--- src/rtl/bht_counter_table.sv ---
// Bimodal branch history table built from 2-bit saturating counters.
// A lookup of the fetch PC is answered combinationally. A resolved-branch
// update is captured into a one-deep pending stage and written into the
// table on the following edge. Lookups and back-to-back updates to the same
// entry are served from the pending stage, so no training is lost.
module bht_counter_table #(
    parameter int unsigned NR_ENTRIES = 32,
    parameter int unsigned VLEN       = 32,
    parameter bit          RVC        = 1'b1
) (
    input  logic            clk_i,
    input  logic            rst_ni,
    input  logic            flush_bp_i,
    input  logic            debug_mode_i,
    input  logic [VLEN-1:0] vpc_i,
    input  logic            upd_valid_i,
    input  logic [VLEN-1:0] upd_pc_i,
    input  logic            upd_taken_i,
    output logic            bht_valid_o,
    output logic            bht_taken_o
);

    localparam int unsigned IDX_W = $clog2(NR_ENTRIES);

    // Entry index: halfword granularity with compressed instructions, word
    // granularity without. Bits above the index alias onto the same entry.
    function automatic logic [IDX_W-1:0] pc_index(input logic [VLEN-1:0] pc);
        if (RVC) return pc[IDX_W:1];
        else     return pc[IDX_W+1:2];
    endfunction

    // Table state
    logic [NR_ENTRIES-1:0] valid_q;
    logic [1:0]            cnt_q [NR_ENTRIES];

    // Pending update stage
    logic                  p_valid_q;
    logic [IDX_W-1:0]      p_idx_q;
    logic [1:0]            p_cnt_q;

    // Update-side combinational signals
    logic [IDX_W-1:0]      upd_idx;
    logic                  upd_accept;
    logic                  upd_chained;
    logic                  base_valid;
    logic [1:0]            base_cnt;
    logic [1:0]            upd_cnt;

    // Lookup-side combinational signals
    logic [IDX_W-1:0]      lk_idx;
    logic                  lk_fwd;

    // Only the index bits of the PCs matter; the rest is deliberately dropped.
    logic                  unused_pc_bits;
    assign unused_pc_bits = ^{vpc_i, upd_pc_i};

    assign upd_idx     = pc_index(upd_pc_i);
    assign upd_accept  = upd_valid_i && !debug_mode_i && !flush_bp_i;
    assign upd_chained = p_valid_q && (p_idx_q == upd_idx);
    assign base_valid  = upd_chained || valid_q[upd_idx];
    assign base_cnt    = upd_chained ? p_cnt_q : cnt_q[upd_idx];

    // New counter value: first training seeds weakly, otherwise saturate.
    always_comb begin
        // NOTE: every always_comb output gets a default first so no path
        // leaves it unassigned, which would infer a latch.
        upd_cnt = 2'b00;
        if (!base_valid) begin
            upd_cnt = upd_taken_i ? 2'b10 : 2'b01;
        end else if (upd_taken_i) begin
            upd_cnt = (base_cnt == 2'b11) ? 2'b11 : base_cnt + 2'd1;
        end else begin
            upd_cnt = (base_cnt == 2'b00) ? 2'b00 : base_cnt - 2'd1;
        end
    end

    // Pending stage: capture one accepted update per cycle; flush discards it.
    always_ff @(posedge clk_i or negedge rst_ni) begin
        if (!rst_ni) begin
            // NOTE: sequential state is assigned with <= so every flop samples
            // the pre-edge values regardless of statement order.
            p_valid_q <= 1'b0;
            p_idx_q   <= '0;
            p_cnt_q   <= 2'b00;
        end else if (flush_bp_i) begin
            p_valid_q <= 1'b0;
            p_idx_q   <= '0;
            p_cnt_q   <= 2'b00;
        end else begin
            p_valid_q <= upd_accept;
            if (upd_accept) begin
                p_idx_q <= upd_idx;
                p_cnt_q <= upd_cnt;
            end
        end
    end

    // Table: clear on reset/flush, otherwise commit the pending update.
    always_ff @(posedge clk_i or negedge rst_ni) begin
        if (!rst_ni) begin
            // NOTE: this array is flop storage, not a RAM macro; it must be
            // reset because a cleared valid bit is what untrains an entry.
            valid_q <= '0;
            for (int i = 0; i < NR_ENTRIES; i++) cnt_q[i] <= 2'b00;
        end else if (flush_bp_i) begin
            valid_q <= '0;
            for (int i = 0; i < NR_ENTRIES; i++) cnt_q[i] <= 2'b00;
        end else if (p_valid_q) begin
            valid_q[p_idx_q] <= 1'b1;
            cnt_q[p_idx_q]   <= p_cnt_q;
        end
    end

    assign lk_idx = pc_index(vpc_i);
    assign lk_fwd = p_valid_q && (p_idx_q == lk_idx);

    // Lookup: forward from the pending stage when it targets the same entry.
    always_comb begin
        bht_valid_o = 1'b0;
        bht_taken_o = 1'b0;
        if (lk_fwd) begin
            bht_valid_o = 1'b1;
            bht_taken_o = p_cnt_q[1];
        end else if (valid_q[lk_idx]) begin
            bht_valid_o = 1'b1;
            bht_taken_o = cnt_q[lk_idx][1];
        end
    end

endmodule

--- config.mk ---
export PLATFORM = sky130hd
export DESIGN_NAME = bht_counter_table
export DESIGN_NICKNAME = d
export VERILOG_FILES = /design/src/rtl/bht_counter_table.sv
export SDC_FILE = /design/constraint.sdc
export NUM_CORES = 1
export LEC_CHECK = 0
export BUFFER_PORTS_ARGS = -buffer_cell sky130_fd_sc_hd__buf_2
export CORE_AREA = 2 2 103 105
export CTS_BUF_LIST = sky130_fd_sc_hd__clkbuf_2 sky130_fd_sc_hd__clkbuf_4 sky130_fd_sc_hd__clkbuf_8
export DETAILED_ROUTE_END_ITERATION = 8
export DIE_AREA = 0 0 105 107
export PLACE_DENSITY = 0.87
export SYNTH_ARGS = -nofsm -noshare
export SYNTH_HDL_FRONTEND = slang
export SYNTH_SLANG_ARGS = --single-unit
--- constraint.sdc ---
create_clock -name clk_i -period 6.3 [get_ports clk_i]
set_clock_uncertainty 0.2 [all_clocks]
set_input_delay 0.63 -clock clk_i [delete_from_list [all_inputs] [get_ports clk_i]]
set_output_delay 0.63 -clock clk_i [all_outputs]
set_load 0.01 [all_outputs]
## Yosys cells after proc, flatten, opt, wreduce, memory -nomap -nowiden

Index checks and enable logic that the tools add are counted.

- Register bits: 104
- Input port bits: 70
- Logic and storage cells: 99

- $add $sub $neg: 2
- Magnitude comparators: 8
- Equal/unequal tests: 3
- Multiplexer cells: 34
- Bitwise operators: 4
- Reduce and logical (&&, ||, !) cells: 12

Operator list:

| kind | count |
|---|---|
| 64-bit 2-to-1 mux | 2 |
| 64-bit bitwise mux | 1 |
| 32-bit 2-to-1 mux | 2 |
| 32-bit OR | 1 |
| 2-bit 2-to-1 mux | 13 |
| 2-bit binary-select mux with 5-bit select | 2 |
| 6-bit greater-or-equal comparator, second input constant | 3 |
| 5-bit by 6-bit < comparator with 1-bit output, second input constant | 3 |
| 5-bit inverter with 6-bit output | 3 |
| 1-bit binary-select mux with 5-bit select | 2 |
| 2-bit demux with 5-bit select | 1 |
| 5-bit equality test | 2 |
| 5-bit 2-to-1 mux | 2 |
| 1-bit 2-to-1 mux | 8 |
| 1-bit logical AND | 6 |
| 6-bit by 1-bit < comparator with 1-bit output, second input constant | 1 |
| 1-bit demux with 5-bit select | 1 |
| 5-bit by 1-bit greater-or-equal comparator with 1-bit output, second input constant | 1 |
| 2-bit nonzero test | 2 |
| 2-bit by 1-bit adder with 2-bit output, second input constant | 1 |
| 2-bit equality test, second input constant | 1 |
| 1-bit zero test | 2 |
| 2-bit zero test | 1 |
| 2-bit by 1-bit subtractor with 2-bit output, second input constant | 1 |
| 1-bit logical OR | 1 |

## Logic depth before layout (Yosys ltp)

- Depth in word-level cells: 11
- Mapped depth: 10

## Least setup slack after synthesis

OpenSTA, ideal clock, no wires.

- Path type: in2out
- Start: in vpc_i[2]
- End: out bht_taken_o
- Arrival: 2,631 ps
- Data required time: 5,470 ps
- Setup slack: 2,839 ps
- Stages: 7
- Cells stage by stage: clkbuf_1 -> buf_1 -> mux4_2 -> mux4_2 -> mux2i_1 -> nor2_1 -> mux2_2

- Cells in the longest elaborated chain, start to end: 6
- Elaborated cells between the ends (all ways): 10
- Those cells by class: eq/ne (1); mux (7); bitwise (1); reduce/logical (1)

Ends and longest elaborated chain:

| item | RTL line | text |
|---|---|---|
| start: declaration | 15 | `input logic [VLEN-1:0] vpc_i,` |
| 5-bit inverter with 6-bit output (implied by the code) | 126 | `bht_taken_o = cnt_q[lk_idx][1];` |
| 2-bit binary-select mux with 5-bit select | 126 |  |
| 2-bit 2-to-1 mux (implied by the code) (2 in a row) | 126 |  |
| 1-bit 2-to-1 mux | 124 | `end else if (valid_q[lk_idx]) begin` |
| 1-bit 2-to-1 mux (*) | 121 | `if (lk_fwd) begin` |
| end: declaration | 20 | `output logic bht_taken_o` |

Mark *: on every way between the ends. The rest lies on a longest branch, timed or not. The select of a mux whose other input is x is not followed.

## Worst setup path in the final report

- Start: in vpc_i[1]
- End: out bht_taken_o

The elaborated chain is that of the path after synthesis.

==> key figures <==
Global route
  – GRT Residual Overflow: 0
  – Largest net degree at the start of global routing: 87
  – Vias in the first global route: 4765
  – Initial antenna violation count: 0
  – Global-route wire length before repair: 24320 microns
  – Overall Global Routing Usage: 0.2795

Critical path
  – Worst path arrival time: 2940 ps
  – Maximum fanout along the worst path: 17
  – Worst r2r src: p_idx_q[4]$_DFFE_PN0P_
  – Worst Path Required: 5470 ps
  – CP Capture Type: output pin
  – Critical path origin: vpc_i[1]
  – Crit start category: primary input
  – Worst Setup Path Type: in2out

Placed design
  – Post-place setup slack: 2534 ps
  – Final Wtd Congestion: 0.8371
  – HPWL after detailed placement: 9313 microns
  – Input/output buffers: 17
  – Placed cells: 702

Timing
  – Worst Slack Setup Final: 2526 ps
  – Setup TNS Final: 0 ps
  – Tcrit/Tclk final: 0.5990
  – Fmax: 265.0 MHz
  – Hold WS: 330.0 ps
  – Slew @ Worst Pin: 1247 ps
  – Worst slew margin: 0.1687
  – RSZ-0062 raised after global routing: no
  – Slew Limit Fails: 0
  – Final hold violation count: 0
  – Setup violators final: 0
  – Minimum clock period: 3774 ps

Die
  – Width of the die: 105 microns
  – DIE AREA: 11240 sq um
  – Initial Utilization: 0.5801
  – Die height: 107 microns
  – Ports: 72
  – Core ar.: 10090 sq um
  – Std cell rows: 37

Clock network
  – CTS tree: built
  – Reg clk slew, reported paths: 90 ps
  – CTS max path bufs: 2
  – CTS Sinks: 104
  – CTS root buf: clkbuf_8
  – Clock Latency Late Sink: 390 ps
  – H-tree levels: 3
  – Post CTS Setup Buffer Count: 0
  – CTS buffer count: 9

Cells and area
  – Area grow syn2layout: 5.792%
  – Share of cells above drive strength 1: 0.1595
  – Most common cell after layout, fill and taps aside: dfrtp_1
  – N_diodes: 0
  – Fillers: 782
  – Final instance count without filler cells: 719
  – Layout Utilization: 0.6137
  – Final nets: 648
  – Most frequent cells in the layout: dfrtp_1 (104), nand2_1 (83), nor2_1 (81)

Synth
  – Async SR Flop Fraction: 1.000
  – Syn nets: 666
  – Yosys cell types: 43
  – Yosys reg bits: 104
  – Main synth FF type: dfrtp_1
  – Avg Synthesized Cell Area: 9.823 sq um
  – Cell Area, Synth: 5854 sq um
  – Register area share after synthesis: 0.4445
  – Post-synth EDFFs: 0
  – Warnings from Yosys: 0
  – Synthesized netlist cell count: 596

Routing
  – Detailed Routing Iterations Pass 1: 5
  – Met2 wire length: 7242 microns
  – Final WL: 14850 microns
  – Residual DRC: 0
  – Via/cell ratio: 6.609
  – DR iter-0 viols: 686
  – Uppermost layer routed: met4
  – ANT nets after route: 0
  – Total number of vias: 4752
  – Routed len/inst: 20.66 microns
  – Routed met3 length: 1374 microns
  – Met1 wire length: 5740 microns

Pwr
  – Leakage: 2.563 nW
  – Share of power burned in registers: 0.519
  – Power Internal: 982.5 uW
  – Worst vdd ir: 0.1085 mV
  – Clock power frac: 0.394
  – Comb power frac: 0.087
  – Sw power: 330.3 uW
  – Switch share: 0.2516
  – Cell area power density: 212.0 nW/um^2

Min path
  – Hold path startpoint: valid_q[31]$_DFFE_PN0P_
  – Hold Crit Class: reg2reg

Status
  – Status: finished, final reports clean

Run
  – Max Cap Viol: 0
==> power groups by stage <==
| stage | combinational (mW) | sequential, mW | clock, mW |
|---|---|---|---|
| finish | 0.114 | 0.681 | 0.518 |
| global route | 0.123 | 0.682 | 0.546 |
| CTS | 0.112 | 0.681 | 0.515 |
| detailed placement | 0.112 | 0.694 | 0 |
| global placement | 0.109 | 0.693 | 0 |
| floorplan | 0.0811 | 0.686 | 0 |
==> timing repair <==
item / in CTS / in global routing
resized for setup: 0 / 0
hold buffers: 1 / 0
endpoints found under the setup margin: 0 / 0
hold endpoints to repair: 18 / 0
==> registers in the layout, indices dropped and copies added (netlist names) <==
signal	cells
cnt_q	64
p_valid_q	1
valid_q	32
p_idx_q	5
p_cnt_q	2
==> through the flow <==
stage / instance area [sq um] / power (mW)
6_report: 6193 / 1.313
5_1_grt: 6193 / 1.351
4_1_cts: 6193 / 1.308
3_5_place_dp: 5933 / 0.8055
3_3_place_gp: 5933 / 0.8019
2_1_floorplan: 5854 / 0.7667
==> cell type report <==
type,instances,area (sq um),area share
Sequential cell,104,2603,0.4202
Multi-Input combinational cell,433,2994,0.4834
Inverter,3,11.26,0.001818
Clock buffer,10,137.6,0.02222
Timing Repair Buffer,27,165.2,0.02667
Tap cell,136,170.2,0.02747
Clock inverter,6,112.6,0.01818
==> layer usage <==
layer,track usage,vias up
li1,-,2071
met1,0.3584,2336
met2,0.4467,292
met3,0.06748,53
met4,0.1419,0
met5,0,-
==> Yosys cell counts (3+ instances only) <==
| master | instances | area share |
|---|---|---|
| nor3b_1 | 6 | 0.0077 |
| nand3b_1 | 7 | 0.0090 |
| a21oi_1 | 74 | 0.063 |
| nor2_1 | 81 | 0.052 |
| dfrtp_1 | 104 | 0.44 |
| mux4_1 | 3 | 0.013 |
| inv_1 | 3 | 0.0019 |
| nand2_1 | 83 | 0.053 |
| xor2_1 | 8 | 0.012 |
| and3_1 | 3 | 0.0032 |
| mux2i_1 | 24 | 0.041 |
| nand3_1 | 37 | 0.032 |
| o21ai_0 | 28 | 0.024 |
| buf_4 | 3 | 0.0038 |
| clkbuf_1 | 44 | 0.028 |
| mux4_2 | 35 | 0.13 |
| buf_2 | 5 | 0.0043 |
| mux2_2 | 10 | 0.019 |
| nor2b_1 | 3 | 0.0032 |
| nor4_1 | 3 | 0.0032 |
==> worst max-delay path: stages <==
cell,delay [ps]
buf_2,490
mux4_2,630
mux4_2,480
mux2i_1,200
nor2_1,80
mux2_2,290
buf_2,140
==> path summary, 6_finish.rpt <==
path / slack [ps] / cells past startpoint / end
max in group asynchronous: 4110 / 3 / p_cnt_q[0]$_DFFE_PN0P_
min in group asynchronous: 440 / 2 / cnt_q[17]$_DFFE_PN0P_
worst min register to register: 330 / 2 / valid_q[31]$_DFFE_PN0P_
worst max-delay path: 2530 / 7 / bht_taken_o
worst max register to register: 3650 / 7 / p_cnt_q[0]$_DFFE_PN0P_
worst min-delay path: 330 / 2 / valid_q[31]$_DFFE_PN0P_
==> cells by family (layout without fill, tap and decap cells) <==
family	Yosys count	in the layout	synth area share
flops	104	104	0.4445
xor+xnor	10	10	0.01496
compound gates	119	119	0.1141
mux	72	72	0.2084
simple gates	232	232	0.1731
buf+inv	59	46	0.04488
(Power assumes the default switching activity.)
